`src/rtl/spi_infer_ctrl_if.sv`:
```
// Signal bundle between the SPI byte slave, the command sequencer and the inference core.
// The sequencer takes the slave modport; the SPI slave and the core sit on the master side.
interface spi_infer_ctrl_if #(
    parameter int ADDR_W    = 4,
    parameter int SIZE_WORD = 8
);
    logic                 spi_valid;
    logic [SIZE_WORD-1:0] spi_dataw;
    logic [SIZE_WORD-1:0] spi_datar;
    logic                 spi_ready;
    logic                 buf_we;
    logic [ADDR_W-1:0]    buf_addr;
    logic [SIZE_WORD-1:0] buf_wdata;
    logic [ADDR_W:0]      nn_len;
    logic                 nn_start;
    logic                 nn_done;
    logic [SIZE_WORD-1:0] nn_result;

    modport master (
        output spi_valid, spi_dataw, nn_done, nn_result,
        input  spi_datar, spi_ready, buf_we, buf_addr, buf_wdata, nn_len, nn_start
    );

    modport slave (
        input  spi_valid, spi_dataw, nn_done, nn_result,
        output spi_datar, spi_ready, buf_we, buf_addr, buf_wdata, nn_len, nn_start
    );
endinterface

```
`src/rtl/spi_infer_ctrl.sv`:
```
// Command sequencer: decodes SPI opcode frames, loads the inference input buffer,
// starts a run, captures the prediction and returns a status or result byte.
module spi_infer_ctrl #(
    parameter int ADDR_W    = 4,
    parameter int SIZE_WORD = 8,
    parameter int TIMEOUT   = 1000000
) (
    input  logic            clk,
    input  logic            rst,
    spi_infer_ctrl_if.slave bus
);
    localparam int MAX = 2 ** ADDR_W;
    localparam int LW  = ADDR_W + 1;
    localparam int TW  = $clog2(TIMEOUT + 1);

    typedef logic [SIZE_WORD-1:0] word_t;

    localparam word_t OP_LOAD       = word_t'(1);
    localparam word_t OP_RUN        = word_t'(2);
    localparam word_t OP_SEL_STATUS = word_t'(3);
    localparam word_t OP_SEL_RESULT = word_t'(4);
    localparam word_t OP_CLEAR      = word_t'(5);

    typedef enum logic [1:0] {
        IDLE,
        GET_LEN,
        LOAD,
        BUSY
    } state_t;

    typedef struct packed {
        logic              err;
        logic              rvalid;
        logic              rd_sel;
        word_t             result;
        logic [LW-1:0]     remaining;
        logic [TW-1:0]     idle_cnt;
        logic              buf_we;
        logic [ADDR_W-1:0] buf_addr;
        word_t             buf_wdata;
        logic [LW-1:0]     nn_len;
        logic              nn_start;
        word_t             spi_datar;
        logic              spi_ready;
    } regs_t;

    state_t state, state_next;
    regs_t  r, r_next;

    logic  in_frame;
    logic  timed_out;
    logic  len_ok;
    word_t status;

    // Select/clear opcodes behave the same in IDLE and BUSY; anything else is an error.
    function automatic regs_t exec_ctl(regs_t cur, word_t op);
        regs_t upd = cur;
        case (op)
            OP_SEL_STATUS: upd.rd_sel = 1'b0;
            OP_SEL_RESULT: upd.rd_sel = 1'b1;
            OP_CLEAR: begin
                upd.err    = 1'b0;
                upd.rvalid = 1'b0;
            end
            default: upd.err = 1'b1;
        endcase
        return upd;
    endfunction

    assign in_frame  = (state == GET_LEN) || (state == LOAD);
    assign timed_out = in_frame && !bus.spi_valid && (r.idle_cnt == TW'(TIMEOUT - 1));
    assign len_ok    = (bus.spi_dataw != '0) &&
                       ({1'b0, bus.spi_dataw} <= (SIZE_WORD + 1)'(MAX));
    assign status    = {state == BUSY, r.err, r.rvalid, r.nn_len != '0, 4'b0000};

    always_comb begin
        // NOTE: every variable gets its default before the case, so no path leaves one unassigned and no latch is inferred.
        state_next = state;
        r_next          = r;
        r_next.buf_we   = 1'b0;
        r_next.nn_start = 1'b0;
        r_next.idle_cnt = (in_frame && !bus.spi_valid) ? r.idle_cnt + TW'(1) : '0;

        case (state)
            IDLE: begin
                if (bus.spi_valid) begin
                    case (bus.spi_dataw)
                        OP_LOAD: state_next = GET_LEN;
                        OP_RUN: begin
                            if (r.nn_len != '0) begin
                                r_next.nn_start = 1'b1;
                                state_next      = BUSY;
                            end else begin
                                r_next.err = 1'b1;
                            end
                        end
                        default: r_next = exec_ctl(r_next, bus.spi_dataw);
                    endcase
                end
            end

            GET_LEN: begin
                if (bus.spi_valid) begin
                    if (len_ok) begin
                        r_next.remaining = LW'(bus.spi_dataw);
                        r_next.nn_len    = '0;
                        r_next.rvalid    = 1'b0;
                        state_next       = LOAD;
                    end else begin
                        r_next.err = 1'b1;
                        state_next = IDLE;
                    end
                end else if (timed_out) begin
                    r_next.err      = 1'b1;
                    r_next.idle_cnt = '0;
                    state_next      = IDLE;
                end
            end

            LOAD: begin
                if (bus.spi_valid) begin
                    r_next.buf_we    = 1'b1;
                    r_next.buf_addr  = r.nn_len[ADDR_W-1:0];
                    r_next.buf_wdata = bus.spi_dataw;
                    r_next.nn_len    = r.nn_len + LW'(1);
                    r_next.remaining = r.remaining - LW'(1);
                    if (r.remaining == LW'(1)) begin
                        state_next = IDLE;
                    end
                end else if (timed_out) begin
                    // Words already written stay counted in nn_len.
                    r_next.err      = 1'b1;
                    r_next.idle_cnt = '0;
                    state_next      = IDLE;
                end
            end

            BUSY: begin
                if (bus.spi_valid) begin
                    r_next = exec_ctl(r_next, bus.spi_dataw);
                end
                // Completion wins over a same-cycle CLEAR for rvalid.
                if (bus.nn_done) begin
                    r_next.result = bus.nn_result;
                    r_next.rvalid = 1'b1;
                    state_next    = IDLE;
                end
            end

            default: state_next = IDLE;
        endcase

        r_next.spi_ready = (state_next == IDLE) || (state_next == BUSY);
        r_next.spi_datar = r.rd_sel ? r.result : status;
    end

    // NOTE: sequential state uses non-blocking assignments so every register samples pre-edge values.
    always_ff @(posedge clk) begin
        if (rst) begin
            state <= IDLE;
            r     <= '0;
        end else begin
            state <= state_next;
            r     <= r_next;
        end
    end

    assign bus.spi_datar = r.spi_datar;
    assign bus.spi_ready = r.spi_ready;
    assign bus.buf_we    = r.buf_we;
    assign bus.buf_addr  = r.buf_addr;
    assign bus.buf_wdata = r.buf_wdata;
    assign bus.nn_len    = r.nn_len;
    assign bus.nn_start  = r.nn_start;
endmodule

```
`src/flat_wrapper.sv`:
```
// flat-port wrapper written by rule: the top's interface ports become plain ports
module spi_infer_ctrl_flat 
#(
    parameter int ADDR_W    = 4,
    parameter int SIZE_WORD = 8,
    parameter int TIMEOUT   = 1000000
)
  (clk, rst, bus_spi_valid, bus_spi_dataw, bus_nn_done, bus_nn_result, bus_spi_datar, bus_spi_ready, bus_buf_we, bus_buf_addr, bus_buf_wdata, bus_nn_len, bus_nn_start);
  spi_infer_ctrl_if #(.ADDR_W(ADDR_W), .SIZE_WORD(SIZE_WORD)) bus_i ();
  input  logic clk;
  input  logic rst;
  input wire logic [$bits(bus_i.spi_valid)-1:0] bus_spi_valid;
  input wire logic [$bits(bus_i.spi_dataw)-1:0] bus_spi_dataw;
  input wire logic [$bits(bus_i.nn_done)-1:0] bus_nn_done;
  input wire logic [$bits(bus_i.nn_result)-1:0] bus_nn_result;
  output wire logic [$bits(bus_i.spi_datar)-1:0] bus_spi_datar;
  output wire logic [$bits(bus_i.spi_ready)-1:0] bus_spi_ready;
  output wire logic [$bits(bus_i.buf_we)-1:0] bus_buf_we;
  output wire logic [$bits(bus_i.buf_addr)-1:0] bus_buf_addr;
  output wire logic [$bits(bus_i.buf_wdata)-1:0] bus_buf_wdata;
  output wire logic [$bits(bus_i.nn_len)-1:0] bus_nn_len;
  output wire logic [$bits(bus_i.nn_start)-1:0] bus_nn_start;
  assign bus_i.spi_valid = bus_spi_valid;
  assign bus_i.spi_dataw = bus_spi_dataw;
  assign bus_i.nn_done = bus_nn_done;
  assign bus_i.nn_result = bus_nn_result;
  assign bus_spi_datar = bus_i.spi_datar;
  assign bus_spi_ready = bus_i.spi_ready;
  assign bus_buf_we = bus_i.buf_we;
  assign bus_buf_addr = bus_i.buf_addr;
  assign bus_buf_wdata = bus_i.buf_wdata;
  assign bus_nn_len = bus_i.nn_len;
  assign bus_nn_start = bus_i.nn_start;
  spi_infer_ctrl #(.ADDR_W(ADDR_W), .SIZE_WORD(SIZE_WORD), .TIMEOUT(TIMEOUT)) u_core (.clk(clk), .rst(rst), .bus(bus_i));
endmodule
```
`config.mk`:
```
export PLATFORM = sky130hd
export DESIGN_NAME = spi_infer_ctrl_flat
export DESIGN_NICKNAME = d
export VERILOG_FILES = /design/src/rtl/spi_infer_ctrl_if.sv /design/src/rtl/spi_infer_ctrl.sv /design/src/flat_wrapper.sv
export SDC_FILE = /design/constraint.sdc
export NUM_CORES = 1
export LEC_CHECK = 0
export ABC_CLOCK_PERIOD_IN_PS = 2400
export CORE_ASPECT_RATIO = 0.6
export CORE_UTILIZATION = 40
export CTS_BUF_LIST = sky130_fd_sc_hd__clkbuf_4 sky130_fd_sc_hd__clkbuf_8 sky130_fd_sc_hd__clkbuf_16
export CTS_CLUSTER_SIZE = 20
export DETAILED_ROUTE_END_ITERATION = 6
export GPL_ROUTABILITY_DRIVEN = 0
export SYNTH_ARGS = -nofsm -noshare
export SYNTH_HDL_FRONTEND = slang
export SYNTH_SLANG_ARGS = --single-unit
```
`constraint.sdc`:
```
create_clock -name clk -period 2.4 [get_ports clk]
set_clock_uncertainty 0.1 [all_clocks]
set_input_delay 0.36 -clock clk [delete_from_list [all_inputs] [get_ports clk]]
set_output_delay 0.36 -clock clk [all_outputs]
set_load 0.02 [all_outputs]
```
# --- Word level (Yosys, flattened, before mapping) ---
# Index checks and enable logic that the tools add are counted.
op_classes:
  n_addsub: 3
  order_cmp: 1
  n_eq_ne: 22
  muxes: 45
  bitwise_logic: 3
  n_reduce_logical: 21
ops:
  columns: ["cell", "count"]
  rows:
  - ["2-to-1 mux 64 bit", 2]
  - ["case mux 25 bit (4 select lines)", 1]
  - ["2-to-1 mux 20 bit", 3]
  - ["2-to-1 mux 53 bit", 1]
  - ["case mux 13 bit (3 select lines)", 1]
  - ["2-to-1 mux 5 bit", 5]
  - ["adder 20 x 1 -> 20 bit (second input constant)", 1]
  - ["equality test 20 bit (second input constant)", 1]
  - ["case mux 10 bit (2 select lines)", 1]
  - ["case mux 5 bit (4 select lines)", 1]
  - ["2-to-1 mux 18 bit", 1]
  - ["case mux 9 bit (2 select lines)", 1]
  - ["equality test 8 x 2 -> 1 bit (second input constant)", 2]
  - ["equality test 8 x 3 -> 1 bit (second input constant)", 2]
  - ["2-to-1 mux 2 bit", 8]
  - ["2-to-1 mux 8 bit", 2]
  - ["!= test 2 bit (second input constant)", 7]
  - ["AND reduction 6 bit", 2]
  - ["2-to-1 mux 1 bit", 11]
  - ["!= test 3 bit (second input constant)", 3]
  - ["equality test 8 x 1 -> 1 bit (second input constant)", 1]
  - ["less-or-equal comparator 8 x 5 -> 1 bit (second input constant)", 1]
  - ["case mux 2 bit (4 select lines)", 1]
  - ["AND reduction 4 bit", 2]
  - ["other kinds (22)", 34]
word_totals:
  ff_bits: 66
  input_bits: 20
  out_inout_bits: 28
  elab_cells: 110

# --- Longest topological paths before layout ---
logic_depth:
  depth_word: 9
  mapped_depth: 8

# --- Least setup slack after synthesis ---
# No wires, ideal clock.
synth_timing:
  path_type: "input-to-reg"
  start: "in bus_spi_dataw[5]"
  end: "reg u_core.r[63] (netlist name)"
  t_arrival_ns: 1.851
  t_required_ns: 2.180
  setup_slack_ns: 0.330
  path_stages: 6
  path_buffers: 1
  cell_sequence: "or3_1 -> buf_2 -> or2_4 -> o311a_1 -> o311a_1 -> o31a_1"
synth_via:
  elab_chain_len: 6
synth_lines:
  columns: ["item", "line_no", "source"]
  rows:
  - ["from (decl)", "flat_wrapper.sv:13", "input wire logic [$bits(bus_i.spi_dataw)-1:0] bus_spi_dataw;"]
  - ["equality test 8 x 2 -> 1 bit or equality test 8 x 3 -> 1 bit (tied branches)", "spi_infer_ctrl.sv:58", "case (op)"]
  - ["OR reduction 2 bit (no source line)", null, null]
  - ["case mux 1 bit (2 select lines)", "spi_infer_ctrl.sv:58", null]
  - ["case mux 1 bit (2 select lines)", "spi_infer_ctrl.sv:87", "case (bus.spi_dataw)"]
  - ["2-to-1 mux 64 bit", "spi_infer_ctrl.sv:86", "if (bus.spi_valid) begin"]
  - ["case mux 1 bit (4 select lines)", "spi_infer_ctrl.sv:84", "case (state)"]
  - ["to (signal assigned)", "spi_infer_ctrl.sv:164", "r <= r_next;"]
  - ["to (decl)", "spi_infer_ctrl.sv:48", "regs_t r, r_next;"]
# Several ways; a longest one is shown, not always the timed one. The select of a mux whose other input is x is not followed.
# A chain may end at the register's enable or synchronous reset.

# --- Worst setup path in the final report ---
layout_timing:
  start: "reg u_core.r (netlist bit u_core.bus.nn_len[1])"
  end: "reg u_core.r[63] (netlist name)"
layout_via:
  elab_chain_len: 3
layout_lines:
  columns: ["item", "line_no", "source"]
  rows:
  - ["nonzero test 5 bit", "spi_infer_ctrl.sv:90", "if (r.nn_len != '0) begin"]
  - ["!= test 3 bit (no source line)", null, null]
  - ["AND reduction 6 bit (no source line)", null, null]
# Every way passes these cells.

==> run summary <==
Largest net degree at the start of global routing: 38
Initial antenna violation count: 0
Final ANT Viol Nets: 0
Hold Crit Class: reg -> reg
Vias per inst: 5.309
Die footprint: 8849 um2
Starting DRT DRC Count: 174
Number of CTS-inserted buffers: 9
Placed wire-length estimate: 6177 um
Gate Count Post-Synth: 410
Worst vdd ir: 0.0002607 V
Rows: 25
Max-slew headroom: 60.67%
Total of max-cap violations: 0
Worst stage delay on the critical path: 390 ps
Initial Util: 42.12%
Post-Layout Inst Area: 4195 um2
Io pins: 48
# DRC: 0
Asr flop ratio synth: 0%
Cell Area, Synth: 3386 um2
Clock tree buffer depth: 2
Fill count: 788
Die H: 73.27 um
Post-CTS Setup Bufs: 0
H-Tree Depth: 3
Worst setup margin: 168.5 ps
Setup crit end kind: flop
Post-synth EDFFs: 0
Crit path cell chain: inv_1, ha_1, nor4b_1, buf_4, o31a_1, o311a_1, o311a_1, o31a_1
Worst Setup Path Type: reg -> reg
Synth Flop Type: dfxtp_1
Fin nets: 480
Final wirelength: 8295 um
Final hold violation count: 0
Mean Syn Cell Area: 8.258 um2
Total clock sinks: 66
CP max-delay cell: dfxtp_1
CP Launch Type: flop
Cells after DPL: 548
Worst Tran Pin Value: 584.6 ps
Final Non-Filler Cells: 564
Flops & latches, synth: 66
Fin crit period: 2231 ps
I/O Buffers: 47
Power density cells: 570.4 nW/um2
Root Buffer: clkbuf_16
Period utilisation layout: 92.98%
RSZ-0062 raised after global routing: no
Fmax: 448.1 MHz
CTS tree: built
Finish-stage setup viols: 0
# diodes: 0
Pins over their slew limit: 0
Drt pass-1 iters: 5
Total gr overflow: 0
Status: completed
Synth unique cells: 57
Register area share after synthesis: 39.02%
Setup WS pre-CTS: -153.5 ps
Core ar.: 8039 um2
Leakage: 1.520 nW
Arrival @ worst endpoint: 2350 ps
Die width: 120.8 um
First-pass GRT wire length: 13430 um
Insertion delay to the later sink of the worst-skew pair: 330 ps
Gr usage total: 20.14%
Reg clk slew, reported paths: 60 ps
CTS Hold Bufs: 0
Share of cells above drive strength 1: 10.75%
Number of global-route vias before repair: 2631
Post-placement cell area: 3921 um2
Net Count, Synth: 439
Via count: 2994
Area delta synth->final: 23.91%
Worst Path Max Fanout: 5
Yosys warns: 0
Routed WL per cell: 14.71 um
Required @ worst endpoint: 2520 ps
[cells in the mapped netlist, types with 2 or more instances]
master    number  share of area, %
buf_4         25               5.5
nand3_1       15               2.2
and3_1         6               1.1
o41a_1         2              0.67
a31oi_1        4              0.74
o21ai_0       14               2.1
xnor2_1       10               2.6
a221oi_1       2              0.52
nand2_1       40               4.4
inv_1         15               1.7
mux2_2         2              0.67
ha_1           9               3.3
or2_2          2              0.37
nand2b_1       3              0.55
o31ai_1        4              0.89
nor4b_1        6               1.6
nor3_1         6              0.89
or3_1          6               1.1
o311a_1        3              0.89
o31a_1         2              0.52
a21oi_1       25               3.7
a211oi_1       2              0.44
nand4_1        9               1.7
nor4_1         6               1.1
mux2i_1       12               3.5
nor2_1        55               6.1
buf_2          5              0.74
dfxtp_1       66                39
a22o_1         2              0.52
xor2_1         9               2.3
clkbuf_1      11               1.2
a21o_1         2              0.44
and4_1         2              0.52
and2_1         5              0.92
[power breakdown]
part	total (W)	switching (W)	internal, W
sequential	0.00110	0.00000230	0.00110
clock	0.00117	0.000481	0.000692
combinational	0.000117	0.0000575	0.0000600
[metal layers]
| layer | up-vias | global-route usage (%) | wire (um) |
|---|---|---|---|
| li1 | 1502 | - | - |
| met1 | 1397 | 30.63 | 4448 |
| met2 | 88 | 25.67 | 3098 |
| met3 | 7 | 6.910 | 668 |
| met4 | 0 | 6.584 | 80 |
| met5 | - | 0 | 0 |
[metrics by stage]
step | TNS (ps) | total power [W] | utilization [%] | hold slack (ps)
floorplan | 0 | 0.001172 | - | 329.6
global placement | -353.8 | 0.001242 | 48.78 | 338.9
detailed placement | -1218 | 0.001242 | 48.78 | 343.2
CTS | 0 | 0.002422 | 52.16 | 350.8
global route | 0 | 0.002479 | 52.19 | 373.3
finish | 0 | 0.002393 | 52.19 | 351.5
[registers in the layout, indices dropped and copies added, names as in the netlist]
signal                cells
u_core.state              2
u_core.bus.spi_ready      1
u_core.bus.buf_addr       4
u_core.r                 36
u_core.bus.nn_len         5
u_core.bus.spi_datar      8
u_core.bus.buf_we         1
u_core.bus.nn_start       1
u_core.bus.buf_wdata      8
[worst max-delay path, delay by kind of cell, from the launching register on]
kind	cells	cell delay, ps
AOI/OAI and AO/OA	4	1070
adders and majority gates	1	170
buffers and inverters	2	250
and+or+nand+nor	1	140
DFF	1	390
[timing repair]
action / 4_1_cts / 5_1_grt
resized for setup: 0 / 1
endpoints found under the hold margin: 0 / 0
endpoints found under the setup margin: 0 / 1
[final timing paths]
path | start | end | slack [ps] | depth (start not counted)
setup / recovery | u_core.bus.nn_len[1]$_SDFFE_PP0P_ | u_core.r[63]$_SDFFE_PP0P_ | 170 | 8
hold / removal | u_core.r[54]$_SDFFE_PP0P_ | u_core.r[54]$_SDFFE_PP0P_ | 350 | 2
setup reg to reg | u_core.bus.nn_len[1]$_SDFFE_PP0P_ | u_core.r[63]$_SDFFE_PP0P_ | 170 | 8
hold reg to reg | u_core.r[54]$_SDFFE_PP0P_ | u_core.r[54]$_SDFFE_PP0P_ | 350 | 2
[kinds of logic after synthesis]
group,share of synthesized area (%)
xor gates and xnor gates,4.915
DFF,39.02
adders and majority gates,3.326
muxes,4.213
AOI/OAI and AO/OA,15.15
buffers and inverters,9.386
and+or+nand+nor,23.98
[placed cells by master, fill, tap and decap left out, types with 8 or more instances in the layout]
cell type / count
xnor2_1: 10
nand2_1: 40
buf_4: 25
mux2i_1: 12
xor2_1: 9
nand4_1: 9
o21ai_0: 14
inv_1: 15
clkbuf_16: 9
dfxtp_1: 66
nor2_1: 55
a21oi_1: 25
nand3_1: 15
clkdlybuf4s50_1: 47
ha_1: 8
[layout make-up]
cell class                      instances  area (um2)  share of cell area, %
Multi-Input combinational cell        286        1749                  41.69
Sequential cell                        66        1321                  31.49
Timing Repair Buffer                   72       658.1                  15.69
Clock buffer                            9       225.2                  5.368
Tap cell                              108       135.1                  3.221
Inverter                               16       60.06                  1.432
Clock inverter                          7       46.29                  1.103
No activity file was read; power rests on OpenSTA's default activity.
